### config.mk
export PLATFORM = sky130hd
export DESIGN_NAME = stopwatch_ctrl
export DESIGN_NICKNAME = d
export VERILOG_FILES = /design/src/rtl/stopwatch_pkg.sv /design/src/rtl/key_debounce.sv /design/src/rtl/stopwatch_ctrl.sv
export SDC_FILE = /design/constraint.sdc
export NUM_CORES = 1
export LEC_CHECK = 0
export ABC_AREA = 1
export BUFFER_PORTS_ARGS = -buffer_cell sky130_fd_sc_hd__buf_4
export CAP_MARGIN = 20
export CORE_MARGIN = 8
export CORE_UTILIZATION = 35
export CTS_BUF_LIST = sky130_fd_sc_hd__clkbuf_8
export DETAILED_ROUTE_END_ITERATION = 12
export GPL_TIMING_DRIVEN = 0
export SLEW_MARGIN = 20
export SYNTH_ARGS = -nofsm -noshare
export SYNTH_HDL_FRONTEND = slang
export SYNTH_SLANG_ARGS = --single-unit
### constraint.sdc
create_clock -name clk_10ms -period 3.5 [get_ports clk_10ms]
set_input_delay 0.35 -clock clk_10ms [delete_from_list [all_inputs] [get_ports clk_10ms]]
set_output_delay 0.35 -clock clk_10ms [all_outputs]
set_load 0.02 [all_outputs]
### src/rtl/stopwatch_pkg.sv
// Shared encodings and sizing for the stopwatch controller and its key front end.
package stopwatch_pkg;

  localparam int MAX_COUNT         = 600000;
  localparam int CNT_W             = $clog2(MAX_COUNT);
  localparam int DEB_TICKS_DEFAULT = 2;

  typedef enum logic [1:0] {
    ST_IDLE  = 2'b00,
    ST_RUN   = 2'b01,
    ST_PAUSE = 2'b10,
    ST_LAP   = 2'b11
  } state_e;

  typedef enum logic [2:0] {
    CMD_NONE,
    CMD_PAS,
    CMD_RST,
    CMD_STR,
    CMD_LAP
  } cmd_e;

  typedef struct packed {
    logic str;
    logic pas;
    logic lap;
    logic rst;
  } keys_t;

  // Same-cycle presses collapse to the single highest-priority command.
  function automatic cmd_e pick_cmd(input keys_t p);
    if (p.pas) return CMD_PAS;
    if (p.rst) return CMD_RST;
    if (p.str) return CMD_STR;
    if (p.lap) return CMD_LAP;
    return CMD_NONE;
  endfunction

endpackage

### src/rtl/key_debounce.sv
// One raw active-low key: 2-flop synchronizer, level debouncer, and a
// single-cycle press pulse when a stable low level is accepted.
module key_debounce #(
  parameter int DEB_TICKS = 2
) (
  input  logic clk_10ms,
  input  logic clr,
  input  logic key_n,
  output logic press
);

  localparam int CW = $clog2(DEB_TICKS + 1);

  logic          sync1_q, sync2_q;
  logic          armed_q, armed_d;
  logic [CW-1:0] cnt_q, cnt_d;
  logic          press_q, press_d;

  // NOTE: sequential state uses non-blocking assignments so every flop samples
  // pre-edge values; blocking here would collapse the synchronizer into one stage.
  always_ff @(posedge clk_10ms or negedge clr) begin
    if (!clr) begin
      sync1_q <= 1'b1;
      sync2_q <= 1'b1;
      armed_q <= 1'b1;
      cnt_q   <= '0;
      press_q <= 1'b0;
    end else begin
      sync1_q <= key_n;
      sync2_q <= sync1_q;
      armed_q <= armed_d;
      cnt_q   <= cnt_d;
      press_q <= press_d;
    end
  end

  // Armed waits for a stable low, disarmed waits for a stable high; in both
  // cases the interesting sample is the one that differs from armed_q.
  always_comb begin
    // NOTE: every always_comb output gets a default first so no path leaves it
    // unassigned, which would otherwise infer a latch.
    cnt_d   = '0;
    armed_d = armed_q;
    press_d = 1'b0;
    if (sync2_q != armed_q) begin
      if (cnt_q == CW'(DEB_TICKS - 1)) begin
        armed_d = ~armed_q;
        press_d = armed_q;
      end else begin
        cnt_d = cnt_q + 1'b1;
      end
    end
  end

  assign press = press_q;

endmodule

### src/rtl/stopwatch_ctrl.sv
// Stopwatch control FSM: debounced keys drive IDLE/RUN/PAUSE/LAP, timer
// enable/clear, and the lap capture register. All outputs are registered.
module stopwatch_ctrl #(
  parameter int DEB_TICKS = stopwatch_pkg::DEB_TICKS_DEFAULT,
  parameter int CNT_W     = stopwatch_pkg::CNT_W
) (
  input  logic             clk_10ms,
  input  logic             clr,
  input  logic [1:0]       en,
  input  logic             key_str,
  input  logic             key_pas,
  input  logic             key_lap,
  input  logic             key_rst,
  input  logic [CNT_W-1:0] count,
  output logic             run,
  output logic             cnt_clr_n,
  output logic [CNT_W-1:0] lap_val,
  output logic             lap_valid,
  output logic             disp_sel,
  output logic [1:0]       state
);

  import stopwatch_pkg::*;

  keys_t pulse;
  cmd_e  cmd;

  key_debounce #(.DEB_TICKS(DEB_TICKS)) u_deb_str (
    .clk_10ms(clk_10ms), .clr(clr), .key_n(key_str), .press(pulse.str));
  key_debounce #(.DEB_TICKS(DEB_TICKS)) u_deb_pas (
    .clk_10ms(clk_10ms), .clr(clr), .key_n(key_pas), .press(pulse.pas));
  key_debounce #(.DEB_TICKS(DEB_TICKS)) u_deb_lap (
    .clk_10ms(clk_10ms), .clr(clr), .key_n(key_lap), .press(pulse.lap));
  key_debounce #(.DEB_TICKS(DEB_TICKS)) u_deb_rst (
    .clk_10ms(clk_10ms), .clr(clr), .key_n(key_rst), .press(pulse.rst));

  state_e             state_q, state_d;
  logic               run_q, run_d;
  logic               cnt_clr_n_q, cnt_clr_n_d;
  logic [CNT_W-1:0]   lap_val_q, lap_val_d;
  logic               lap_valid_q, lap_valid_d;
  logic               disp_sel_q, disp_sel_d;

  always_comb begin
    cmd         = (en == 2'd1) ? pick_cmd(pulse) : CMD_NONE;
    state_d     = state_q;
    lap_val_d   = lap_val_q;
    lap_valid_d = lap_valid_q;
    cnt_clr_n_d = 1'b1;

    unique case (state_q)
      ST_IDLE: begin
        if (cmd == CMD_STR) state_d = ST_RUN;
      end
      ST_RUN: begin
        if (cmd == CMD_PAS) begin
          state_d = ST_PAUSE;
        end else if (cmd == CMD_LAP) begin
          state_d     = ST_LAP;
          lap_val_d   = count;
          lap_valid_d = 1'b1;
        end
      end
      ST_LAP: begin
        if (cmd == CMD_PAS) begin
          state_d = ST_PAUSE;
        end else if (cmd == CMD_STR) begin
          state_d = ST_RUN;
        end else if (cmd == CMD_LAP) begin
          lap_val_d   = count;
          lap_valid_d = 1'b1;
        end
      end
      ST_PAUSE: begin
        if (cmd == CMD_STR) begin
          state_d = ST_RUN;
        end else if (cmd == CMD_RST) begin
          state_d     = ST_IDLE;
          lap_valid_d = 1'b0;
          cnt_clr_n_d = 1'b0;
        end
      end
    endcase

    // Outputs are decoded from the next state so they land on the same edge.
    run_d      = (state_d == ST_RUN) || (state_d == ST_LAP);
    disp_sel_d = (state_d == ST_LAP);
  end

  always_ff @(posedge clk_10ms or negedge clr) begin
    if (!clr) begin
      state_q     <= ST_IDLE;
      run_q       <= 1'b0;
      cnt_clr_n_q <= 1'b1;
      lap_val_q   <= '0;
      lap_valid_q <= 1'b0;
      disp_sel_q  <= 1'b0;
    end else begin
      state_q     <= state_d;
      run_q       <= run_d;
      cnt_clr_n_q <= cnt_clr_n_d;
      lap_val_q   <= lap_val_d;
      lap_valid_q <= lap_valid_d;
      disp_sel_q  <= disp_sel_d;
    end
  end

  assign state     = state_q;
  assign run       = run_q;
  assign cnt_clr_n = cnt_clr_n_q;
  assign lap_val   = lap_val_q;
  assign lap_valid = lap_valid_q;
  assign disp_sel  = disp_sel_q;

endmodule
==> run_results.csv <==
group,metric,value,unit
placement,dp_hpwl,2680,µm
yosys,ys_seq_area_share,66.1,%
route,detail_route.iter0.violations,71,
yosys,synth_cell_types,21,
power_and_ir_drop,power_density,785,mW/mm²
yosys,synth-xor-area-share,1.86,%
setup_path,crit_buf_inv,2,
power_and_ir_drop,worst_ir_drop_vdd,338,µV
sta,slew_violations,0,
clock_tree,clock-sinks,49,
sta,worst_slew_pin_slew,0.604,ns
run_status,status,"finished, final reports clean",
clock_tree,post-cts-setup-buffers,0,
sta,fin_crit,1.32,ns
setup_path,rrSetupSlack,2.22,ns
yosys,yosys.area_share.simple,18.4,%
clock_tree,clk_latency,0.29,ns
setup_path,rr_endpoint,"lap_val[12]",
setup_path,cp_slowest_cell,"dfrtp_1",
yosys,syn-num-nets,216,
global_routing,grt_pass1_wl,6330,µm
sta,finalSetupTns,0,ns
yosys,synth_top_family_by_area,"simple AND/OR/NAND/NOR gates",
global_routing,grt_max_degree,50,
global_routing,first_global_vias,1417,
setup_path,path_delay_family,"flip-flops",
clock_tree,cts_resized,0,
placement,gp_congestion,0.752,
floorplanning,die_h,89.3,µm
floorplanning,io_pins,54,
setup_path,max_stage_delay,0.40,ns
sta,fin_worst_skew,0.00694,ns
yosys,ys_seq_elements,49,
setup_path,critical_path.max_fanout,3,
sta,relSlewSlack,59.7,%
sta,finalSetupViolations,0,
floorplanning,core-area,0.00514,mm²
clock_tree,cts_tree,"built",
yosys,syn_area_per_cell,10.0,µm²
sta,fin_hold_ws,0.0592,ns
setup_path,crit_cells,2,
clock_tree,clk_pin_slew,0.08,ns
setup_path,path_class,"reg2out",
sta,hold_violations,0,
clock_tree,clockBufferDepth,2,
clock_tree,cts_buffers,5,
global_routing,grt_usage,10.4,%
sta,rsz0062_at_grt,"false",
setup_path,startpoint,"run",
route,avgViaCountPerCell,4.31,
clock_tree,h-tree-depth,2,
setup_path,worst_setup_path_end_kind,"output port",
setup_path,cp_common_cell,"buf_4",
yosys,synthAdderAreaFrac,0,%
floorplanning,rows,26,
setup_path,crit_chain,"buf_4, buf_4",
finish,insertedDiodeCount,0,
floorplanning,die_w,89.3,µm
setup_path,r2r-start,"u_deb_str.press",
finish,drive_above_1_share,33.7,%
global_routing,grt_overflow,0,
setup_path,endpoint,"state[0]",
yosys,syn_inst,188,
setup_path,crit_arrival,0.97,ns
hold_path,min_path_type,"in2async",
sta,period_share,37.6,%
route,routed_wl,3770,µm
yosys,synth_compound_area_share,7.72,%
finish,area_growth,31.2,%
route,first_pass_iters,4,
placement,portBuffers,53,
setup_path,start_kind,"flip-flop",
clock_tree,hold_buffers,0,
floorplanning,die_area,0.00797,mm²
route,vias,1374,
yosys,synth_mux_area_share,0,%
clock_tree,root_buffer,"clkbuf_8",
yosys,yosysWarnings,0,
yosys,netlist_area,0.00188,mm²
global_routing,antenna_found_initial,0,
setup_path,critical_path_required,3.15,ns
job,max-cap-violations,0,
route,drc,0,
route,ant_nets,0,
route,avgRoutedWirePerCell,11.8,µm
finish,final_nets,276,
power_and_ir_drop,leakage,1.28,nW
floorplanning,start_util,36.6,%
setup_path,rr_worst_depth,5,
sta,max_freq,0.760,GHz
cell families (layout without fill, tap and decap cells):
group,after synthesis,in the layout
AOI/OAI and AO/OA,29,29
xor gates and xnor gates,4,4
buffers and inverters,24,85
DFF,49,49
and+or+nand+nor,82,82
sequential cells by signal, summed over array words and instances (netlist names), 2 cells and up:
register / flops
u_deb_pas.cnt_q: 2
u_deb_rst.cnt_q: 2
lap_val: 20
u_deb_lap.cnt_q: 2
u_deb_str.cnt_q: 2
placed cells by master, fill, tap and decap left out, types with 4 or more instances in the layout:
cell	instances
buf_4	54
clkbuf_8	7
dfrtp_1	36
dfstp_2	13
inv_1	16
nand2_1	57
nand3_1	4
nor2_1	11
nor3_1	4
o21ai_0	26
xnor2_1	4
area by class of cell:
| type | count | area (µm²) |
|---|---|---|
| Tap cell | 70 | 87.6 |
| Sequential cell | 49 | 1240 |
| Clock buffer | 7 | 96.3 |
| Multi-Input combinational cell | 115 | 527 |
| Buffer | 7 | 47.5 |
| Fill cell | 548 | 2670 |
| Inverter | 17 | 63.8 |
| Clock inverter | 1 | 5.00 |
| Timing Repair Buffer | 53 | 398 |
worst min path at each step:
stage | depth (start not counted) | to | slack [ns] | start
floorplan | 0 | disp_sel | 0.05 | clr
global placement | 0 | u_deb_rst.sync2_q | 0.35 | u_deb_rst.sync1_q
detailed placement | 0 | u_deb_str.sync2_q | 0.35 | u_deb_str.sync1_q
CTS | 1 | lap_val[14] | 0.08 | clr
global route | 1 | lap_val[13] | 0.10 | clr
finish | 1 | lap_val[18] | 0.06 | clr
cells in the mapped netlist:
library cell / n / area share, %
nand3_1: 4 / 1.1
xnor2_1: 4 / 1.9
nor3_1: 4 / 1.1
nand3_2: 1 / 0.53
dfrtp_1: 36 / 48
nor2_2: 1 / 0.33
clkbuf_1: 2 / 0.40
or2_1: 1 / 0.33
nor2_4: 2 / 1.2
dfstp_2: 13 / 18
inv_2: 1 / 0.20
o21ai_0: 26 / 6.9
nand4_1: 1 / 0.33
inv_1: 16 / 3.2
nor2_1: 11 / 2.2
buf_4: 1 / 0.40
buf_6: 2 / 1.2
o21ai_1: 1 / 0.27
clkbuf_2: 2 / 0.53
a21oi_1: 2 / 0.53
nand2_1: 57 / 11
per-layer routing:
layer  share of wire, %  track usage, %  routed length, µm  vias up
li1                   -               -                  -      707
met1                 42            11.6               1600      616
met2                 44            16.4               1650       44
met3                 12            5.15                458        7
met4                1.5            4.53                 56        0
met5                  0               0                  0        -
worst reg2reg max path, cell delays in order (launching register included):
cell      delay [ns]
dfrtp_1         0.41
nor2_2          0.15
nand3_2         0.15
clkbuf_2        0.22
o21ai_0         0.19
nand2_1         0.06
report_power, final:
part | switching [mW] | internal (mW) | total [mW]
clock | 0.173 | 0.179 | 0.351
combinational | 0.416 | 0.292 | 0.709
sequential | 0.103 | 0.774 | 0.877
stage by stage:
step	worst slack (ns)	cells	power [mW]	instance area [µm²]	utilization (%)
4_1_cts	2.16	319	1.97	2470	48.0
3_5_place_dp	2.13	311	1.61	2370	46.0
3_3_place_gp	2.14	311	1.60	2370	46.0
5_1_grt	2.03	319	2.10	2470	48.0
6_report	2.18	319	1.94	2470	48.0
2_1_floorplan	2.31	188	1.28	1880	-
Power figures use the tool's default switching activity.
